$ cat config.mk
export PLATFORM = sky130hd
export DESIGN_NAME = irq_aggregator
export DESIGN_NICKNAME = d
export VERILOG_FILES = /design/src/rtl/irq_aggregator.sv
export SDC_FILE = /design/constraint.sdc
export NUM_CORES = 1
export LEC_CHECK = 0
export CORE_UTILIZATION = 45
export CTS_CLUSTER_DIAMETER = 120
export DETAILED_ROUTE_END_ITERATION = 7
export PLACE_DENSITY = 0.82
export SYNTH_ARGS = -nofsm -noshare
export SYNTH_HDL_FRONTEND = slang
export SYNTH_SLANG_ARGS = --single-unit
$ cat constraint.sdc
create_clock -name FPGA_CLK1_50 -period 1.5 [get_ports FPGA_CLK1_50]
set_input_delay 0.3 -clock FPGA_CLK1_50 [delete_from_list [all_inputs] [get_ports FPGA_CLK1_50]]
set_output_delay 0.3 -clock FPGA_CLK1_50 [all_outputs]
set_load 0.05 [all_outputs]
$ cat src/rtl/irq_aggregator.sv
// Avalon-MM interrupt aggregator: synchronises and edge-detects up to 32 sources,
// latches events as pending, masks them with enable and reports the highest-priority one.
module irq_aggregator #(
    parameter int N_SRC = 8
) (
    input  logic             FPGA_CLK1_50,
    input  logic             reset,
    input  logic [N_SRC-1:0] src_irq,
    input  logic [2:0]       avl_address,
    input  logic             avl_read,
    input  logic             avl_write,
    input  logic [31:0]      avl_writedata,
    output logic [31:0]      avl_readdata,
    output logic             avl_irq
);

    typedef enum logic [2:0] {
        REG_STATUS  = 3'd0,
        REG_PENDING = 3'd1,
        REG_ENABLE  = 3'd2,
        REG_ACTIVE  = 3'd3,
        REG_VECTOR  = 3'd4,
        REG_ACK     = 3'd5,
        REG_RSVD6   = 3'd6,
        REG_RSVD7   = 3'd7
    } reg_addr_t;

    logic [N_SRC-1:0] s1, s2, s3;
    logic [N_SRC-1:0] pending, enable, active;
    logic [N_SRC-1:0] rise, clr, ack_mask;
    logic [1:0]       warm;
    logic             armed;
    logic             wr_pending, wr_enable, wr_ack;
    logic             vec_valid;
    logic [7:0]       vec_idx;
    logic [31:0]      vector_word;
    logic [31:0]      read_mux;
    logic             unused_wdata;

    assign unused_wdata = ^avl_writedata;

    // The chain is empty right after reset, so s2 & ~s3 would fake an edge for any
    // source already high; edges are ignored until s3 holds a real sample.
    assign armed = (warm == 2'd3);
    assign rise  = armed ? (s2 & ~s3) : '0;

    assign wr_pending = avl_write && (reg_addr_t'(avl_address) == REG_PENDING);
    assign wr_enable  = avl_write && (reg_addr_t'(avl_address) == REG_ENABLE);
    assign wr_ack     = avl_write && (reg_addr_t'(avl_address) == REG_ACK);

    always_comb begin
        ack_mask = '0;
        for (int i = 0; i < N_SRC; i++) begin
            ack_mask[i] = (avl_writedata[7:0] == 8'(i));
        end
    end

    assign clr = ({N_SRC{wr_pending}} & avl_writedata[N_SRC-1:0])
               | ({N_SRC{wr_ack}} & ack_mask);

    assign active = pending & enable;

    // Fixed priority: scanning downwards lets the lowest active index win.
    always_comb begin
        vec_valid = |active;
        vec_idx   = 8'd0;
        for (int i = N_SRC - 1; i >= 0; i--) begin
            if (active[i]) begin
                vec_idx = 8'(i);
            end
        end
    end

    assign vector_word = vec_valid ? {1'b1, 23'd0, vec_idx} : 32'd0;

    always_comb begin
        read_mux = 32'd0;
        case (reg_addr_t'(avl_address))
            REG_STATUS:  read_mux = 32'(s2);
            REG_PENDING: read_mux = 32'(pending);
            REG_ENABLE:  read_mux = 32'(enable);
            REG_ACTIVE:  read_mux = 32'(active);
            REG_VECTOR:  read_mux = vector_word;
            default:     read_mux = 32'd0;
        endcase
    end

    always_ff @(posedge FPGA_CLK1_50) begin
        if (reset) begin
            s1      <= '0;
            s2      <= '0;
            s3      <= '0;
            warm    <= 2'd0;
            pending <= '0;
            enable  <= '0;
            avl_irq <= 1'b0;
        end else begin
            s1 <= src_irq;
            s2 <= s1;
            s3 <= s2;
            if (!armed) begin
                warm <= warm + 2'd1;
            end
            pending <= (pending & ~clr) | rise;
            if (wr_enable) begin
                enable <= avl_writedata[N_SRC-1:0];
            end
            avl_irq <= |active;
        end
    end

    always_ff @(posedge FPGA_CLK1_50) begin
        if (reset) begin
            avl_readdata <= 32'd0;
        end else if (avl_read) begin
            avl_readdata <= read_mux;
        end
    end

endmodule
### After elaboration in Yosys (flattened, before gate mapping)

Index checks and enable logic that the tools add are counted.

| operators by class | value |
|---|---|
| $add $sub $neg | 1 |
| $mul | 0 |
| div/mod/pow operators | 0 |
| order comparisons | 0 |
| equality and inequality tests | 13 |
| shifts and indexed selects | 0 |
| multiplexer cells | 11 |
| bitwise gates (word level) | 9 |
| reduce and logical (&&, ||, !) cells | 6 |

Operators by type and width:

| operator | count |
|---|---|
| $pmux W32 S5 | 1 |
| $mux W8 | 8 |
| $and A8 B8 Y8 | 5 |
| $eq A8 B3 Y1 const B | 4 |
| $mux W32 | 1 |
| $eq A8 B2 Y1 const B | 2 |
| $not A8 Y8 | 2 |
| $or A8 B8 Y8 | 2 |
| $eq A8 B1 Y1 const B | 1 |
| $logic_not A8 Y1 | 1 |
| $reduce_or A8 Y1 | 1 |
| $eq A3 B2 Y1 const B | 2 |
| $eq A3 B3 Y1 const B | 2 |
| $eq A3 B1 Y1 const B | 1 |
| $logic_and A1 B1 Y1 | 3 |
| $logic_not A3 Y1 | 1 |
| $mux W3 | 1 |
| $add A2 B1 Y2 const B | 1 |
| $eq A2 B2 Y1 const B | 1 |

| storage, ports and cells | value |
|---|---|
| bits in registers | 75 |
| bits in latches | 0 |
| bits in writable memories | 0 |
| ROM bits | 0 |
| output and inout port bits | 33 |
| memories kept | 0 |

### Longest topological paths before layout

| depth | value |
|---|---|
| word-level depth | 11 |
| mapped depth | 5 |
| gate-level depth less buffers | 4 |

### Worst setup path after synthesis

No wires, ideal clock.

| timing | value |
|---|---|
| path type | register to register |
| from | register pending[3] |
| to | register avl_readdata[31] |
| setup time | 0.128 ns |
| data arrival time | 1.084 ns |
| slack | 0.288 ns |
| stages on the path, launching flop included | 5 |
| path buffers | 0 |
| period minus slack after synthesis | 1.212 ns |
| cells stage by stage | dfxtp_1 > a22o_1 > nor4_4 > a2bb2oi_2 > nor2_1 |

| on the way | value |
|---|---|
| cells in the longest elaborated chain, start to end | 4 |

RTL lines:

| item | line | source |
|---|---|---|
| start: declaration | 29 | `logic [N_SRC-1:0] pending, enable, active;` |
| start signal: assignment | 104 | `pending <= (pending & ~clr) \| rise;` |
| $and A8 B8 Y8 | 61 | `assign active = pending & enable;` |
| $reduce_or A8 Y1 | 65 | `vec_valid = \|active;` |
| $mux W32 | 74 | `assign vector_word = vec_valid ? {1'b1, 23'd0, vec_idx} : 32'd0;` |
| $pmux W32 S5 | 78 | `case (reg_addr_t'(avl_address))` |
| end signal: assignment | 116 | `avl_readdata <= read_mux;` |
| end: declaration | 13 | `output logic [31:0] avl_readdata,` |

No other way between the ends.
A chain may end at the register's enable or synchronous reset.

==> results.json <==
{
  "status": "finished clean",
  "ir_drop_v": 0.000616,
  "start_util": 0.464,
  "pwr_density_cell_nw_per_um2": 914,
  "grt_pass1_wl_um": 7920,
  "holdBufCountCts": 0,
  "grt_setup_unrepaired": "yes",
  "grt_max_degree": 32,
  "diodes": 0,
  "drive_above_1_share": 0.164,
  "vias": 1843,
  "portBuffers": 32,
  "skew_ps": 11.1,
  "synth_top_area_frac": 0.439,
  "wl_per_cell_um": 13.8,
  "drt-total-wl_um": 5170,
  "die_h_um": 74.6,
  "path_class": "input port to flip-flop",
  "clk_pin_slew_ps": 100,
  "async_flop_share": 0,
  "drc_errors": 0,
  "ys_seq_area_frac": 0.439,
  "cts-buffers-inserted": 5,
  "std_cell_rows": 26,
  "finalCritPeriodShare": 0.958,
  "synth_area_per_cell_um2": 9.27,
  "final.min_clock_period_ps": 1440,
  "worst_setup_path_end_kind": "flip-flop",
  "cts_root_buf": "clkbuf_8",
  "synthTopCellsByArea": "dfxtp_1 44%, buf_4 8.5%, nor2b_1 7.6%",
  "viasPerCell": 4.93,
  "max_freq_ghz": 0.696,
  "hold_class": "flip-flop to flip-flop",
  "die_area_um2": 5570,
  "setup_viol": 0,
  "cap_violations": 0,
  "reg2reg_depth": 4,
  "multi_input_area_um2": 1140,
  "synth_warnings": 0,
  "synthAdderAreaFrac": 0.00527,
  "yosys.area.top_type": "dfxtp_1",
  "first_iter_violations": 171,
  "dieWidth_um": 74.6,
  "final_common_cell": "dfxtp_1",
  "synth-seq-cells": 52,
  "synth_xor_area_frac": 0.00369,
  "regArea_um2": 1040,
  "finalMaxSlewViolations": 0,
  "antenna_left": 0,
  "synthesis.area_um2": 2370,
  "gr-total-overflow": 0,
  "muxShareOfSynthArea": 0.0380,
  "stdcell_count": 374,
  "ys.flop_type": "dfxtp_1",
  "antenna_found_initial": 0,
  "place_congestion": 0.912,
  "r2r_slack_ps": 190,
  "synth_compound_area_frac": 0.132,
  "synth-simple-area-share": 0.263,
  "synth_cell_types": 48,
  "crit_path_start": "avl_read",
  "grt_pass1_vias": 1717,
  "clock_latency_ps": 320,
  "cts-htree-levels": 2,
  "syn_inst": 256,
  "arrival_ps": 1670,
  "timing.rr.end": "avl_readdata[31]",
  "io_pins": 80,
  "synth-edff-count": 0,
  "post-route-util": 0.587,
  "hold_violations": 0,
  "nets": 351,
  "required_ps": 1730,
  "synth_top_family_by_area": "simple AND/OR/NAND/NOR gates",
  "p_leak_nw": 1.16,
  "fillerInstances": 478,
  "path_max_fanout": 5,
  "layout_common_cells": "52 x dfxtp_1, 29 x nor2b_1, 23 x conb_1",
  "crit_path_start_kind": "input port",
  "clockBufferDepth": 2,
  "track_usage": 0.197,
  "cp-endpoint": "avl_readdata[2]",
  "post_cts_buffers": 0,
  "dr.pass1.iters": 4,
  "placedCellCount": 366,
  "design.core.area_um2": 5110,
  "dp_hpwl_um": 3860,
  "rr_startpoint": "pending[3]",
  "cts_sinks": 52,
  "cts_tree": "done",
  "area_growth_pct": 26.5
}
## Yosys cell counts (7+ instances only)
| library cell | number |
|---|---|
| o21ai_0 | 7 |
| a21oi_1 | 9 |
| nor2_1 | 17 |
| inv_1 | 10 |
| dfxtp_1 | 52 |
| nor2b_1 | 29 |
| mux2i_1 | 9 |
| nand3b_1 | 9 |
| buf_4 | 27 |
| nand2_1 | 16 |
## per-stage QoR
stage                     total power [mW]  hold WS [ps]  cell area (um2)  worst slack [ps]  setup TNS [ps]
after floorplan                       1.82           414             2450               288               0
after global placement                1.93           417             2900              -278           -4570
after detailed placement              1.94           423             2900              -328           -5900
after CTS                             2.76           446             2990              7.93               0
after global routing                  2.85           465             3000             -21.4           -40.0
final                                 2.74           444             3000              62.5               0
## per-layer routing
| metal | share of wire | GRT usage | up-vias |
|---|---|---|---|
| li1 | - | - | 924 |
| met4 | 0.016 | 0.0922 | 0 |
| met5 | 0 | 0 | - |
| met3 | 0.044 | 0.0583 | 8 |
| met2 | 0.50 | 0.334 | 51 |
| met1 | 0.44 | 0.227 | 860 |
## state kept, by name, indices dropped and copies added (netlist names)
| name | flops |
|---|---|
| s1 | 8 |
| enable | 8 |
| avl_readdata | 9 |
| s3 | 8 |
| s2 | 8 |
| warm | 2 |
| pending | 8 |
| avl_irq | 1 |
## report_power, final
group	internal, mW	switching, mW
logic	0.172	0.275
clock network	0.335	0.496
registers	1.43	0.0314
total	1.94	0.803
## final cells by class
class,instances,area share
Multi-Input combinational cell,180,0.380
Sequential cell,52,0.347
Timing Repair Buffer,53,0.199
Tap cell,70,0.0292
Clock buffer,5,0.0229
Inverter,11,0.0138
Clock inverter,3,0.00751
## what timing repair did
action	in CTS	in global routing
gates resized for setup	0	4
endpoints found under the setup margin	0	13
endpoints found under the hold margin	0	0
## worst min path at each step
stage	startpoint	endpoint	slack, ps	cells after the start
floorplan	s1[0]	s2[0]	410	1
global placement	s1[7]	s2[7]	420	1
detailed placement	s1[2]	s2[2]	420	1
CTS	s1[3]	s2[3]	450	1
global route	s1[0]	s2[0]	460	1
finish	s1[2]	s2[2]	440	1
## worst max-delay path, stage by stage
cell             delay (ps)
clkdlybuf4s50_1         590
nand4_1                 210
a211o_1                 290
o32ai_1                 270
## cells by family (layout without fill, tap and decap cells)
kind of cell	after synthesis	count (layout)
AND/OR/NAND/NOR	101	101
flip-flops	52	52
buffers and inverters	46	72
AO/OA/AOI/OAI	45	45
multiplexers	9	9
adder cells (fa/ha/maj)	1	1
other	1	23
XOR/XNOR	1	1
No activity file was read; power rests on OpenSTA's default activity.
